**src/rtl/fir_symmetric_param_pkg.sv**
```systemverilog
// Shared widths, loader state encoding and output saturation for the symmetric FIR.
package fir_pkg;

  localparam int DATA_W_DEF     = 8;
  localparam int COEF_W_DEF     = 8;
  localparam int NUM_UNIQUE_DEF = 3;
  localparam int OUT_W_DEF      = 11;

  localparam int TAPS   = 2 * NUM_UNIQUE_DEF;
  localparam int PRE_W  = DATA_W_DEF + 1;
  localparam int PROD_W = DATA_W_DEF + COEF_W_DEF + 1;
  localparam int SUM_W  = PROD_W + $clog2(NUM_UNIQUE_DEF);

  typedef enum logic [1:0] {
    LD_IDLE   = 2'd0,
    LD_LOAD   = 2'd1,
    LD_COMMIT = 2'd2
  } ld_state_t;

  // Clamp a sign-extended accumulator to the signed out_w range.
  function automatic logic signed [63:0] sat_to_outw(input logic signed [63:0] v,
                                                      input int out_w);
    logic signed [63:0] hi;
    logic signed [63:0] lo;
    hi = (64'sd1 <<< (out_w - 1)) - 64'sd1;
    lo = -(64'sd1 <<< (out_w - 1));
    if (v > hi)
      return hi;
    else if (v < lo)
      return lo;
    else
      return v;
  endfunction

endpackage

```
**src/rtl/fir_symmetric_param_if.sv**
```systemverilog
// Sample/coefficient input and filtered output bundle of the symmetric FIR.
interface fir_symmetric_param_if #(
  parameter int DATA_W = 8,
  parameter int OUT_W  = 11
);
  logic signed [DATA_W-1:0] x_n;
  logic                     s_axis_fir_tvalid;
  logic                     s_set_coeffs;
  logic signed [OUT_W-1:0]  o_y_n;
  logic                     o_valid;
  logic                     o_busy;

  modport master (
    output x_n, s_axis_fir_tvalid, s_set_coeffs,
    input  o_y_n, o_valid, o_busy
  );

  modport slave (
    input  x_n, s_axis_fir_tvalid, s_set_coeffs,
    output o_y_n, o_valid, o_busy
  );
endinterface

```
**src/rtl/fir_coef_loader.sv**
```systemverilog
// Coefficient load FSM: collects NUM_UNIQUE words into a shadow set and commits
// them atomically on the cycle the last word arrives; an early drop discards the shadow.
module fir_coef_loader
  import fir_pkg::*;
#(
  parameter int DATA_W     = DATA_W_DEF,
  parameter int COEF_W     = COEF_W_DEF,
  parameter int NUM_UNIQUE = NUM_UNIQUE_DEF,
  parameter logic [NUM_UNIQUE*COEF_W-1:0] DEFAULT_COEFS = {8'sd3, 8'sd2, 8'sd1}
) (
  input  logic                         clk,
  input  logic                         rst_n,
  input  logic                         set_coeffs,
  input  logic [DATA_W-1:0]            word,
  output logic [NUM_UNIQUE*COEF_W-1:0] coefs,
  output logic                         commit,
  output logic                         busy
);

  localparam int CNT_W = $clog2(NUM_UNIQUE + 1);

  ld_state_t                    state;
  logic [CNT_W-1:0]             cnt;
  logic [NUM_UNIQUE*COEF_W-1:0] shadow;
  logic [NUM_UNIQUE*COEF_W-1:0] shadow_nxt;
  logic                         capture;

  // cnt is 0 in IDLE, so the first word lands in slot 0 on the same edge.
  always_comb begin
    capture    = set_coeffs && (state != LD_COMMIT) && (int'(cnt) < NUM_UNIQUE);
    commit     = capture && (int'(cnt) == NUM_UNIQUE - 1);
    shadow_nxt = shadow;
    for (int k = 0; k < NUM_UNIQUE; k++) begin
      if (capture && (int'(cnt) == k))
        shadow_nxt[k*COEF_W +: COEF_W] = word[COEF_W-1:0];
    end
  end

  always_ff @(posedge clk) begin
    if (!rst_n) begin
      state  <= LD_IDLE;
      cnt    <= '0;
      shadow <= '0;
      coefs  <= DEFAULT_COEFS;
    end else begin
      shadow <= shadow_nxt;
      if (commit)
        coefs <= shadow_nxt;
      case (state)
        LD_IDLE, LD_LOAD: begin
          if (set_coeffs) begin
            cnt   <= cnt + CNT_W'(1);
            state <= commit ? LD_COMMIT : LD_LOAD;
          end else begin
            cnt   <= '0;
            state <= LD_IDLE;
          end
        end
        LD_COMMIT: begin
          if (!set_coeffs) begin
            cnt   <= '0;
            state <= LD_IDLE;
          end
        end
        default: begin
          cnt   <= '0;
          state <= LD_IDLE;
        end
      endcase
    end
  end

  assign busy = (state != LD_IDLE);

endmodule

```
**src/rtl/fir_symmetric_param.sv**
```systemverilog
// Even-length linear-phase FIR: pre-add, multiply, sum+saturate, one register each,
// so o_y_n/o_valid follow an accepted sample by three edges after it enters x[0].
module fir_symmetric_param
  import fir_pkg::*;
#(
  parameter int DATA_W     = DATA_W_DEF,
  parameter int COEF_W     = COEF_W_DEF,
  parameter int NUM_UNIQUE = NUM_UNIQUE_DEF,
  parameter int OUT_W      = OUT_W_DEF,
  parameter logic [NUM_UNIQUE*COEF_W-1:0] DEFAULT_COEFS = {8'sd3, 8'sd2, 8'sd1}
) (
  input  logic                 clk,
  input  logic                 rst_n,
  fir_symmetric_param_if.slave bus
);

  localparam int N_TAPS = 2 * NUM_UNIQUE;
  localparam int PRE_N  = DATA_W + 1;
  localparam int PROD_N = DATA_W + COEF_W + 1;
  localparam int SUM_N  = PROD_N + $clog2(NUM_UNIQUE);

  logic [NUM_UNIQUE*COEF_W-1:0] coefs;
  logic                         commit;
  logic                         accept;

  logic signed [DATA_W-1:0] x_dl [N_TAPS];
  logic signed [PRE_N-1:0]  pre  [NUM_UNIQUE];
  logic signed [PROD_N-1:0] prod [NUM_UNIQUE];
  logic signed [SUM_N-1:0]  sum;
  logic signed [63:0]       sat_full;
  logic                     acc_v;
  logic                     v1;
  logic                     v2;

  fir_coef_loader #(
    .DATA_W        (DATA_W),
    .COEF_W        (COEF_W),
    .NUM_UNIQUE    (NUM_UNIQUE),
    .DEFAULT_COEFS (DEFAULT_COEFS)
  ) u_loader (
    .clk        (clk),
    .rst_n      (rst_n),
    .set_coeffs (bus.s_set_coeffs),
    .word       (bus.x_n),
    .coefs      (coefs),
    .commit     (commit),
    .busy       (bus.o_busy)
  );

  assign accept = bus.s_axis_fir_tvalid & ~bus.s_set_coeffs;

  always_comb begin
    sum = '0;
    for (int k = 0; k < NUM_UNIQUE; k++)
      sum = sum + SUM_N'(prod[k]);
    sat_full = sat_to_outw(64'(sum), OUT_W);
  end

  always_ff @(posedge clk) begin
    if (!rst_n) begin
      for (int k = 0; k < N_TAPS; k++)
        x_dl[k] <= '0;
      for (int k = 0; k < NUM_UNIQUE; k++) begin
        pre[k]  <= '0;
        prod[k] <= '0;
      end
      acc_v       <= 1'b0;
      v1          <= 1'b0;
      v2          <= 1'b0;
      bus.o_valid <= 1'b0;
      bus.o_y_n   <= '0;
    end else begin
      // A commit flushes old-coefficient history; accept is never high on that edge.
      if (commit) begin
        for (int k = 0; k < N_TAPS; k++)
          x_dl[k] <= '0;
      end else if (accept) begin
        x_dl[0] <= bus.x_n;
        for (int k = 1; k < N_TAPS; k++)
          x_dl[k] <= x_dl[k-1];
      end

      for (int k = 0; k < NUM_UNIQUE; k++) begin
        pre[k]  <= PRE_N'(x_dl[k]) + PRE_N'(x_dl[N_TAPS-1-k]);
        prod[k] <= PROD_N'(pre[k]) * PROD_N'($signed(coefs[k*COEF_W +: COEF_W]));
      end

      acc_v       <= accept & ~commit;
      v1          <= acc_v & ~commit;
      v2          <= v1 & ~commit;
      bus.o_valid <= v2 & ~commit;
      if (v2)
        bus.o_y_n <= sat_full[OUT_W-1:0];
    end
  end

endmodule
```
**src/flat_wrapper.sv**
```systemverilog
// flat-port wrapper written by rule: the top's interface ports become plain ports
module fir_symmetric_param_flat import fir_pkg::*;
#(
  parameter int DATA_W     = DATA_W_DEF,
  parameter int COEF_W     = COEF_W_DEF,
  parameter int NUM_UNIQUE = NUM_UNIQUE_DEF,
  parameter int OUT_W      = OUT_W_DEF,
  parameter logic [NUM_UNIQUE*COEF_W-1:0] DEFAULT_COEFS = {8'sd3, 8'sd2, 8'sd1}
)
  (clk, rst_n, bus_x_n, bus_s_axis_fir_tvalid, bus_s_set_coeffs, bus_o_y_n, bus_o_valid, bus_o_busy);
  fir_symmetric_param_if #(.DATA_W(DATA_W), .OUT_W(OUT_W)) bus_i ();
  input  logic clk;
  input  logic rst_n;
  input wire logic [$bits(bus_i.x_n)-1:0] bus_x_n;
  input wire logic [$bits(bus_i.s_axis_fir_tvalid)-1:0] bus_s_axis_fir_tvalid;
  input wire logic [$bits(bus_i.s_set_coeffs)-1:0] bus_s_set_coeffs;
  output wire logic [$bits(bus_i.o_y_n)-1:0] bus_o_y_n;
  output wire logic [$bits(bus_i.o_valid)-1:0] bus_o_valid;
  output wire logic [$bits(bus_i.o_busy)-1:0] bus_o_busy;
  assign bus_i.x_n = bus_x_n;
  assign bus_i.s_axis_fir_tvalid = bus_s_axis_fir_tvalid;
  assign bus_i.s_set_coeffs = bus_s_set_coeffs;
  assign bus_o_y_n = bus_i.o_y_n;
  assign bus_o_valid = bus_i.o_valid;
  assign bus_o_busy = bus_i.o_busy;
  fir_symmetric_param #(.DATA_W(DATA_W), .COEF_W(COEF_W), .NUM_UNIQUE(NUM_UNIQUE), .OUT_W(OUT_W), .DEFAULT_COEFS(DEFAULT_COEFS)) u_core (.clk(clk), .rst_n(rst_n), .bus(bus_i));
endmodule
```
**config.mk**
```make
export PLATFORM = sky130hd
export DESIGN_NAME = fir_symmetric_param_flat
export DESIGN_NICKNAME = d
export VERILOG_FILES = /design/src/rtl/fir_symmetric_param_pkg.sv /design/src/rtl/fir_symmetric_param_if.sv /design/src/rtl/fir_coef_loader.sv /design/src/rtl/fir_symmetric_param.sv /design/src/flat_wrapper.sv
export SDC_FILE = /design/constraint.sdc
export NUM_CORES = 1
export LEC_CHECK = 0
export CORE_MARGIN = 4
export CORE_UTILIZATION = 28
export DETAILED_ROUTE_END_ITERATION = 10
export MAX_ROUTING_LAYER = met4
export PLACE_DENSITY = 0.47
export SKIP_CTS_REPAIR_TIMING = 1
export SKIP_LAST_GASP = 1
export SYNTH_ARGS = -nofsm -noshare
export SYNTH_HDL_FRONTEND = slang
export SYNTH_HIERARCHICAL = 1
export SYNTH_SLANG_ARGS = --single-unit
```
**constraint.sdc**
```tcl
create_clock -name clk -period 6 [get_ports clk]
set_input_delay 1.2 -clock clk [delete_from_list [all_inputs] [get_ports clk]]
set_output_delay 1.2 -clock clk [all_outputs]
set_load 0.02 [all_outputs]
```
* Word level (Yosys, flattened, before mapping) *
Memory sizes are Yosys's and may differ from the RTL's.
Index checks and enable logic that the tools add are counted.

storage, ports and cells
  memories = 3
  output and inout port bits = 13
  bits in writable memories = 126
  flip-flop bits (word level) = 67
  bits of input ports = 12

cells by class
  multiplexer cells = 38
  equality and inequality tests = 6
  reduce and logical (&&, ||, !) cells = 9
  $mul = 3
  bitwise gates (word level) = 25
  add/subtract/negate cells = 6
  magnitude comparators = 3

memory list
  memory       words  width  rd ports  clocked after Yosys merged registers in  wr ports  line                       RTL
  u_core.prod  3      17     3         0                                        3         fir_symmetric_param.sv:28  logic signed [PROD_N-1:0] prod [NUM_UNIQUE];
  u_core.x_dl  6      8      6         0                                        6         fir_symmetric_param.sv:26  logic signed [DATA_W-1:0] x_dl [N_TAPS];
  u_core.pre   3      9      3         0                                        3         fir_symmetric_param.sv:27  logic signed [PRE_N-1:0] pre [NUM_UNIQUE];

operators with widths
  cell                                                              count
  two-way mux 8 bit                                                 15
  multiplier 9 x 8 -> 17 bit                                        3
  two-way mux 17 bit                                                3
  adder 8 x 8 -> 9 bit                                              3
  two-way mux 9 bit                                                 3
  two-way mux 11 bit                                                2
  adder 18 x 17 -> 19 bit                                           1
  greater-than comparator 19 x 11 -> 1 bit (second input constant)  1
  less-than comparator 19 x 11 -> 1 bit (second input constant)     1
  adder 17 x 17 -> 18 bit                                           1
  bitwise OR 1 bit                                                  18
  two-way mux 1 bit                                                 9
  two-way mux 2 bit                                                 4
  case mux 2 bit (2 select lines)                                   2
  == test 2 bit (second input constant)                             3
  AND 1 bit                                                         5
  logical AND 1 bit                                                 5
  zero test 2 bit                                                   2
  != test 2 bit (second input constant)                             2
  adder 2 x 1 -> 2 bit (second input constant)                      1
  == test 2 x 1 -> 1 bit (second input constant)                    1
  less-than comparator 2 bit (second input constant)                1
  NOT 1 bit                                                         2
  nonzero test 2 bit                                                1
  OR reduction 2 bit                                                1

* Logic depth before layout (Yosys ltp) *
Gate-level depths: netlist of the first run.

  depth in word-level cells = 9
  gate-level depth with buffers = 18
  depth with buffers taken out = 18

* Cells and area by module *
Netlist of the first run, hierarchy kept.

by module, submodules not included
  module               cells an instance  times used  area an instance (µm²)
  fir_symmetric_param  1465               1           14348.8
  fir_coef_loader      195                1           2025.7

* Worst setup path before layout of the first run *
Ideal clock, no wire load.

  path kind = input-to-reg
  from = input bus_s_axis_fir_tvalid
  to = memory u_core.x_dl[0][0] (enable)
  required time = 5.507 ns
  path slack = 1.425 ns
  buffers on the path = 0
  arrival time = 4.082 ns
  stages on the path = 2
  cell sequence = inv_1 -> o21ai_0

RTL lines
  item         line                       RTL
  from (decl)  flat_wrapper.sv:15         input wire logic [$bits(bus_i.s_axis_fir_tvalid)-1:0] bus_s_axis_fir_tvalid;
  to (decl)    fir_symmetric_param.sv:26

==> results of run 1 <==
-- layer usage --
layer	part of all wire (%)	GRT usage (%)	wire, um
met1	50	17.9	19200
met3	2.9	2.32	1110
met5	0	-	0
met2	45	19.9	17000
met4	2.0	3.68	765
-- logic make-up (layout without fill, tap and decap cells) --
| family | count (synthesis) | after routing | synth area share (%) |
|---|---|---|---|
| DFF | 185 | 185 | 25.6 |
| xor gates and xnor gates | 66 | 66 | 3.58 |
| and+or+nand+nor | 484 | 484 | 15.7 |
| AOI/OAI and AO/OA | 217 | 217 | 9.45 |
| adders and majority gates | 342 | 342 | 35.5 |
| muxes | 39 | 39 | 2.38 |
| buffers and inverters | 327 | 355 | 7.81 |
-- worst max-delay path, stage by stage, from the launching register on --
cell and delay [ns]:
dfxtp_1 0.54, nand2_1 0.13, fa_1 0.42, inv_1 0.07, fa_1 0.41, ha_1 0.28
inv_1 0.05, fa_1 0.51, inv_1 0.05, ha_1 0.27, a21o_1 0.18, a21oi_1 0.20
o21ai_0 0.14, a2111o_1 0.46, a41oi_1 0.29, o21ai_0 0.16, xnor2_1 0.29, nor2_1 0.07
-- final cells by class --
cell class | instances | area (um^2)
Fill cell | 6033 | 39800
Clock inverter | 15 | 136
Inverter | 291 | 1090
Multi-Input combinational cell | 1148 | 10900
Tap cell | 765 | 957
Sequential cell | 185 | 4180
Clock buffer | 17 | 425
Timing Repair Buffer | 32 | 295
-- registers in the layout, summed over array words and instances, names as in the netlist, 2 cells and up --
name                    cells
u_core/prod                51
u_core/x_dl                48
u_core/pre                 27
u_core/u_loader/coefs      24
u_core/u_loader/shadow     16
u_core/bus.o_y_n           11
u_core/u_loader/cnt         2
u_core/u_loader/state       2
-- path summary, 6_finish.rpt --
| path | startpoint | end | depth (start not counted) |
|---|---|---|---|
| setup / recovery | u_core/u_loader/coefs[10]$_SDFFE_PN0P_ | u_core/prod[0][32]$_SDFF_PN0_ | 17 |
| hold / removal | u_core/acc_v$_SDFF_PN0_ | u_core/v1$_SDFF_PN0_ | 1 |
| setup reg to reg | u_core/u_loader/coefs[10]$_SDFFE_PN0P_ | u_core/prod[0][32]$_SDFF_PN0_ | 17 |
| hold reg to reg | u_core/acc_v$_SDFF_PN0_ | u_core/v1$_SDFF_PN0_ | 1 |
-- stage by stage --
stage / cell area (um^2) / power (mW) / setup WS (ns) / utilization [%]
6_report: 18000 / 3.63 / 1.32 / 31.2
5_1_grt: 18000 / 3.88 / 0.949 / 31.2
4_1_cts: 18000 / 3.69 / 1.25 / 31.2
3_5_place_dp: 17500 / 2.55 / 1.27 / 30.2
3_3_place_gp: 17500 / 2.55 / 1.23 / 30.2
2_1_floorplan: 16400 / 2.24 / 1.43 / -
-- where the power goes --
part	internal, mW	switching, mW
logic	0.427	0.596
clock network	0.546	0.563
registers	1.38	0.111
-- cells in the final DEF (no fill, tap or decap), types with 4 or more instances in the layout --
cell             count
inv_1              288
fa_1               204
and2_1             191
ha_1               138
dfxtp_1            137
nand2_1            112
nor2_1              77
xnor2_1             48
edfxtp_1            48
a21oi_1             47
o21ai_0             43
mux2i_1             39
nor3_1              25
clkdlybuf4s50_1     23
nand2b_1            21
a21o_1              18
clkbuf_16           17
nor2b_1             17
xor2_1              17
a31oi_1             16
a211oi_2            15
a211oi_1            11
o22ai_1             10
o211ai_1             8
buf_4                8
and3_1               7
o21bai_1             6
o21a_1               6
or2_2                5
a41oi_1              5
or3_1                5
clkinvlp_4           4
inv_8                4
nor3b_1              4
==> impl_metrics.ini, run 1 <==
[pwr]
leakagePower_nw = 8.23
ir_worst_vdd_mv = 0.183
power_density_nw_per_um2 = 201

[yosys]
synth_area_leaders = fa_1, dfxtp_1, ha_1, edfxtp_1, and2_1
synthesis.nets = 2014
yosys.area.top_type = fa_1
synth_edf_count = 48
ys_warn_count = 6
ys_types = 71
yosys-top-cells-count = inv_1, fa_1, and2_1, ha_1, dfxtp_1
synth_seq_cells = 185
yosysMostFrequentCell = inv_1
ys_seq_area_share_pct = 25.6
async_flop_share_pct = 0
syn_area_um2 = 16400
synthCells = 1660
yosys.area.top_type_share_pct = 24.9
synthFlopType = dfxtp_1
syn_avg_cell_area_um2 = 9.86

[floorplanning]
die_w_um = 250
start_util_pct = 28.3
num_rows = 88
ios = 25
core_um2 = 57800
floorplan.die_area_um2 = 62400
die_y_um = 250

[timing]
worst_pin_slew_ns = 1.15
rsz0062_at_grt = no
final.setup.tns_ns = 0
min_period_ns = 4.68
finalHoldViolations = 0
final.period_utilization_pct = 78.0
skew_ns = 0.0200
hold_ws_ns = 0.435
slew_violations = 0
slew_headroom_pct = 22.5
fmax_mhz = 214
setup_viol = 0

[clock_network]
cts_tree = yes
clkSinkCount = 185
worstSkewPairLatency_ns = 0.46
htreeDepth = 4
cts_buffer_depth = 2
cts_inserted_buffers = 17
path_clk_slew_ns = 0.08
cts-root-buf = clkbuf_16

[flow_run]
maxCapViolations = 0

[route]
vias_per_cell = 4.40
drtIter0Drc = 554
dr.pass1.iters = 5
ant_nets = 0
drt_wl_total_um = 38200
drc = 0
wire_per_inst_um = 15.6
num_vias = 10804

[finish]
antennaDiodeCount = 0
area_growth_pct = 10.1
final_nets = 2029
drive_above_1_share_pct = 5.15
layout.cells.non_filler = 2453

[hold_path]
hold_path.class = reg2reg

[global_route]
grt_max_degree = 69
grt_pass1_wl_um = 63400
grt_pass1_vias = 11476
grt_use_total_pct = 13.1
antenna_found_initial = 0
overflow = 0

[worst_setup_path]
cp.required_ns = 6.31
critical_path.endpoint_type = register
critical_path_arrival_ns = 4.99
crit_path_start_kind = register
ff2ff_setup_slack_ns = 1.32
critical_path_class = reg2reg
crit_path_max_fanout = 10

[run_status]
status = complete, no violations

[placed_design]
dp.cells = 2421
portBuffers = 24
place_congestion = 0.833
hpwlAfterDp_um = 30600
Note: power is estimated with default switching activity, not from simulation.
==> inputs of run 2 (changes only) <==
--- a/config.mk
+++ b/config.mk
@@ -9,7 +9,7 @@
 export CORE_UTILIZATION = 28
 export DETAILED_ROUTE_END_ITERATION = 10
 export MAX_ROUTING_LAYER = met4
-export PLACE_DENSITY = 0.47
+export PLACE_DENSITY = 0.48
 export SKIP_CTS_REPAIR_TIMING = 1
 export SKIP_LAST_GASP = 1
 export SYNTH_ARGS = -nofsm -noshare
==> constraint.sdc (replaced) <==
create_clock -name clk -period 4.2 [get_ports clk]
set_input_delay 0.84 -clock clk [delete_from_list [all_inputs] [get_ports clk]]
set_output_delay 0.84 -clock clk [all_outputs]
set_load 0.02 [all_outputs]
==> impl_metrics.ini, run 2 (same netlist as run 1, synthesis figures left out) <==
[run_status]
status = complete, but fails checks
violations = setup timing

[finish]
final_nets = 2177
largestRegisters = u_core/prod: 51 flops, u_core/x_dl: 48 flops, u_core/pre: 27 flops
antennaDiodeCount = 0
final_util_pct = 34.3
final_cell_mix = inv_1, fa_1, and2_1
final_area_um2 = 19900
largest_reg_flops = 51
area_growth_pct = 21.2
largest_register = u_core/prod
drive_above_1_share_pct = 21.1
layout_commonest_cell = inv_1
fill_cells = 5922

[worst_setup_path]
r2r-end = u_core/prod[0][47]$_SDFF_PN0_
crit_family = adder cells
path_buf_inv = 4
ff2ff_setup_slack_ns = -0.06
rr_worst_depth = 15
crit_chain = and2_4, fa_1, inv_2, fa_1, inv_2, fa_1, fa_1, ha_4, inv_4, o21ai_4, a2111o_1, a41oi_2, buf_4, xor2_1, nor2_1
crit_path_start_kind = register
critical_path_arrival_ns = 4.56
cp.required_ns = 4.50
worst_path_most_repeated_cell = fa_1
r2r-start = u_core/u_loader/coefs[19]$_SDFFE_PN0P_
cpPeakStageDelay_ns = 0.58
slowest_stage = fa_1
crit_path_max_fanout = 7
critical_path.endpoint_type = register
critical_path_class = reg2reg

[hold_path]
hold_path.class = reg2reg
hold_path_end = u_core/v1$_SDFF_PN0_
min_from = u_core/acc_v$_SDFF_PN0_
holdPathStages = 1

[timing]
finalHoldViolations = 0
skew_ns = 0.0109
slew_violations = 0
final.period_utilization_pct = 101
rsz0062_at_grt = yes
fmax_mhz = 235
slew_headroom_pct = 25.9
final.setup.tns_ns = -0.150
min_period_ns = 4.26
setup_viol = 3
fin_ws_ns = -0.0593
worst_pin_slew_ns = 1.10

[clock_network]
cts_inserted_buffers = 17
cts_buffer_depth = 2
path_clk_slew_ns = 0.07
htreeDepth = 4
cts_tree = yes
cts-root-buf = clkbuf_16
clkSinkCount = 185
worstSkewPairLatency_ns = 0.45

[route]
drtIter0Drc = 509
dr.pass1.iters = 4
ant_nets = 0
wire_per_inst_um = 15.3
num_vias = 11284
vias_per_cell = 4.34
drc = 0
drt_wl_total_um = 39700

[placed_design]
portBuffers = 24
place_congestion = 0.836
place_area_um2 = 18400
hpwlAfterDp_um = 32400

[floorplanning]
die_y_um = 250
num_rows = 88
die_w_um = 250
core_um2 = 57800
ios = 25
start_util_pct = 28.3
floorplan.die_area_um2 = 62400

[global_route]
antenna_found_initial = 0
grt_pass1_vias = 12126
grt_use_total_pct = 13.2
grt_pass1_wl_um = 64800
grt_max_degree = 55
overflow = 0

[flow_run]
maxCapViolations = 0

[pwr]
leakagePower_nw = 9.03
ir_worst_vdd_mv = 0.284
power_density_nw_per_um2 = 274
## run 2: changes by cell type in the layout (fill, tap and decap cells not counted), moves of 17 or more
| cell | before | now |
|---|---|---|
| dfxtp_1 | 137 | 94 |
| dfxtp_4 | 0 | 24 |
| ha_1 | 138 | 121 |
| dfxtp_2 | 0 | 19 |
| inv_1 | 288 | 266 |
| buf_4 | 8 | 150 |
| inv_2 | 2 | 21 |
## run 2: cell type report
type / count / area, um^2 / share of cell area [%]
flip-flops and latches: 185 / 4300 / 21.7
clock inverters: 14 / 131 / 0.662
repair buffers: 180 / 1430 / 7.20
multi-input cells: 1148 / 11500 / 58.0
clock buffers: 18 / 429 / 2.16
inverters: 291 / 1100 / 5.55
well taps: 765 / 957 / 4.82
## run 2: how the worst max path moves through the flow
stage / depth (start not counted) / start / slack [ns] / endpoint
2_1_floorplan: 15 / u_core/u_loader/coefs[2]$_SDFFE_PN0P_ / 0.05 / u_core/prod[0][15]$_SDFF_PN0_
3_3_place_gp: 15 / u_core/pre[0][23]$_SDFF_PN0_ / -0.41 / u_core/prod[0][49]$_SDFF_PN0_
3_5_place_dp: 15 / u_core/pre[0][23]$_SDFF_PN0_ / -0.41 / u_core/prod[0][49]$_SDFF_PN0_
4_1_cts: 15 / u_core/pre[0][23]$_SDFF_PN0_ / -0.42 / u_core/prod[0][49]$_SDFF_PN0_
5_1_grt: 15 / u_core/u_loader/coefs[19]$_SDFFE_PN0P_ / -0.23 / u_core/prod[0][49]$_SDFF_PN0_
6_report: 15 / u_core/u_loader/coefs[19]$_SDFFE_PN0P_ / -0.06 / u_core/prod[0][47]$_SDFF_PN0_
## run 2: metrics by stage
stage	power, mW	worst slack [ns]	hold WS [ns]	cells
after floorplan	3.21	0.0534	0.406	1660
after global placement	3.76	-0.405	0.409	2552
after detailed placement	3.77	-0.410	0.411	2552
after CTS	5.37	-0.425	0.431	2584
after global routing	5.82	-0.235	0.481	2601
final	5.44	-0.0593	0.429	2601
## run 2: layer usage
layer	global-route usage (%)	wire length, um	up-vias
li1	-	-	5644
met1	18.0	19800	5538
met2	21.2	18700	81
met3	1.82	817	21
met4	2.74	370	0
met5	-	0	-
## run 2: power breakdown
| part | switching [mW] | internal [mW] | total (mW) |
|---|---|---|---|
| clock network | 0.773 | 0.783 | 1.56 |
| registers | 0.143 | 1.98 | 2.12 |
| logic | 0.956 | 0.806 | 1.76 |
==> inputs of run 3 (changes only) <==
--- a/config.mk
+++ b/config.mk
@@ -10,6 +10,7 @@
 export DETAILED_ROUTE_END_ITERATION = 10
 export MAX_ROUTING_LAYER = met4
 export PLACE_DENSITY = 0.48
+export SETUP_SLACK_MARGIN = 0.1
 export SKIP_CTS_REPAIR_TIMING = 1
 export SKIP_LAST_GASP = 1
 export SYNTH_ARGS = -nofsm -noshare
==> impl_metrics.ini, run 3 (same netlist as run 1, synthesis figures left out) <==
[pwr]
p_sw_mw = 1.90
p_int_mw = 3.57
seqPwrFrac_pct = 38.5
clockPowerShare_pct = 29.9
power_density_nw_per_um2 = 277
ir_worst_vdd_mv = 0.295
switching_share_pct = 34.8
leakagePower_nw = 9.03
p_comb_share_pct = 31.5

[timing]
hold_ws_ns = 0.439
skew_ns = 0.0176
finalHoldViolations = 0
fin_ws_ns = -0.0988
final.setup.tns_ns = -0.274
rsz0062_at_grt = yes
final.period_utilization_pct = 102
fmax_mhz = 233
slew_violations = 0
min_period_ns = 4.30
worst_pin_slew_ns = 1.13
setup_viol = 4
slew_headroom_pct = 24.3

[global_route]
grt_max_degree = 67
grt_pass1_vias = 12147
grt_use_total_pct = 13.2
antenna_found_initial = 1
overflow = 0
grt_pass1_wl_um = 65100

[flow_run]
maxCapViolations = 0

[finish]
final_nets = 2175
fill_cells = 5926
drive_above_1_share_pct = 20.1
final_cell_mix = inv_1, fa_1, and2_1
area_growth_pct = 20.7
largestRegisters = u_core/prod: 51 flops, u_core/x_dl: 48 flops, u_core/pre: 27 flops
largest_reg_flops = 51
layout_commonest_cell = inv_1
largest_register = u_core/prod

[floorplanning]
num_rows = 88
start_util_pct = 28.3
die_y_um = 250
ios = 25
floorplan.die_area_um2 = 62400
core_um2 = 57800
die_w_um = 250

[clock_network]
clkSinkCount = 185
cts_inserted_buffers = 17
worstSkewPairLatency_ns = 0.46
path_clk_slew_ns = 0.08
htreeDepth = 4
cts_buffer_depth = 2
cts_tree = yes
cts-root-buf = clkbuf_16

[route]
drt_wl_total_um = 39300
dr.pass1.iters = 5
ant_nets = 0
drtIter0Drc = 381
wire_per_inst_um = 15.1
num_vias = 11336
vias_per_cell = 4.36
drc = 0

[run_status]
status = complete, but fails checks
violations = setup timing

[worst_setup_path]
path_buf_inv = 4
worst_path_most_repeated_cell = fa_1
critical_path_arrival_ns = 4.60
critical_path_class = reg2reg
slowest_stage = fa_1
crit_family = adder cells
cp.required_ns = 4.50
critical_path.endpoint_type = register
crit_chain = buf_6, and2_4, fa_1, inv_2, fa_1, inv_2, fa_1, fa_1, ha_1, inv_2, o21ai_2, a2111o_1, a41oi_2, o21ai_1, xnor2_1, nor2_1
cpPeakStageDelay_ns = 0.55
crit_path_start_kind = register
crit_path_max_fanout = 4

[placed_design]
hpwlAfterDp_um = 31900
portBuffers = 24
place_congestion = 0.842

[hold_path]
hold_path.class = reg2reg
-- run 3: cell types whose count changed in the layout (fill, tap and decap cells not counted), sizes merged --
cell	previous run	this run
buf	157	155
clkinvlp	2	1
diode	0	1
inv	297	295
clkinv	6	9
-- run 3: layout make-up --
class	count	area, um^2	area share (%)
inverter	291	1090	5.53
timing repair buffer	178	1440	7.31
multi-input combinational	1148	11400	57.7
sequential	185	4280	21.6
clock inverter	14	156	0.791
tap	765	957	4.84
antenna	1	2.50	0.0127
clock buffer	18	439	2.22
-- run 3: layer usage --
metal,wire length (um),share of wire (%),track usage (%)
met3,1010,2.6,2.03
met1,19200,49,17.6
met4,506,1.3,3.11
met5,0,0,-
met2,18500,47,21.4
-- run 3: power groups by stage --
stage / sequential (mW) / clock, mW / combinational [mW]
after global routing: 2.13 / 1.75 / 1.97
after CTS: 2.11 / 1.70 / 1.63
final: 2.11 / 1.64 / 1.73
after detailed placement: 2.15 / 0 / 1.62
after floorplan: 2.11 / 0 / 1.10
after global placement: 2.15 / 0 / 1.61
-- run 3: worst reg2reg max path, stage by stage (launching register included) --
cell and delay (ns):
dfxtp_4 0.36, buf_6 0.12, and2_4 0.15, fa_1 0.49, inv_2 0.04, fa_1 0.53, inv_2 0.05, fa_1 0.55
fa_1 0.43, ha_1 0.34, inv_2 0.08, o21ai_2 0.06, a2111o_1 0.40, a41oi_2 0.19, o21ai_1 0.09, xnor2_1 0.18
nor2_1 0.08
-- run 3: worst paths after layout --
kind                                      from                       endpoint  slack [ns]  depth (start not counted)
hold reg to reg        u_core/acc_v$_SDFF_PN0_           u_core/v1$_SDFF_PN0_        0.44                          1
hold / removal         u_core/acc_v$_SDFF_PN0_           u_core/v1$_SDFF_PN0_        0.44                          1
setup / recovery  u_core/pre[0][21]$_SDFF_PN0_  u_core/prod[0][49]$_SDFF_PN0_        -0.1                         16
setup reg to reg  u_core/pre[0][21]$_SDFF_PN0_  u_core/prod[0][49]$_SDFF_PN0_        -0.1                         16
-- run 3: per-stage QoR --
stage | area, um^2 | power [mW] | cells | util (%) | setup WS [ns]
6_report | 19800 | 5.48 | 2600 | 34.2 | -0.0988
5_1_grt | 19800 | 5.85 | 2599 | 34.2 | -0.274
4_1_cts | 19100 | 5.44 | 2591 | 33.1 | -0.378
3_5_place_dp | 18500 | 3.77 | 2559 | 32.0 | -0.353
3_3_place_gp | 18500 | 3.76 | 2559 | 32.0 | -0.382
2_1_floorplan | 16400 | 3.21 | 1660 | - | 0.101
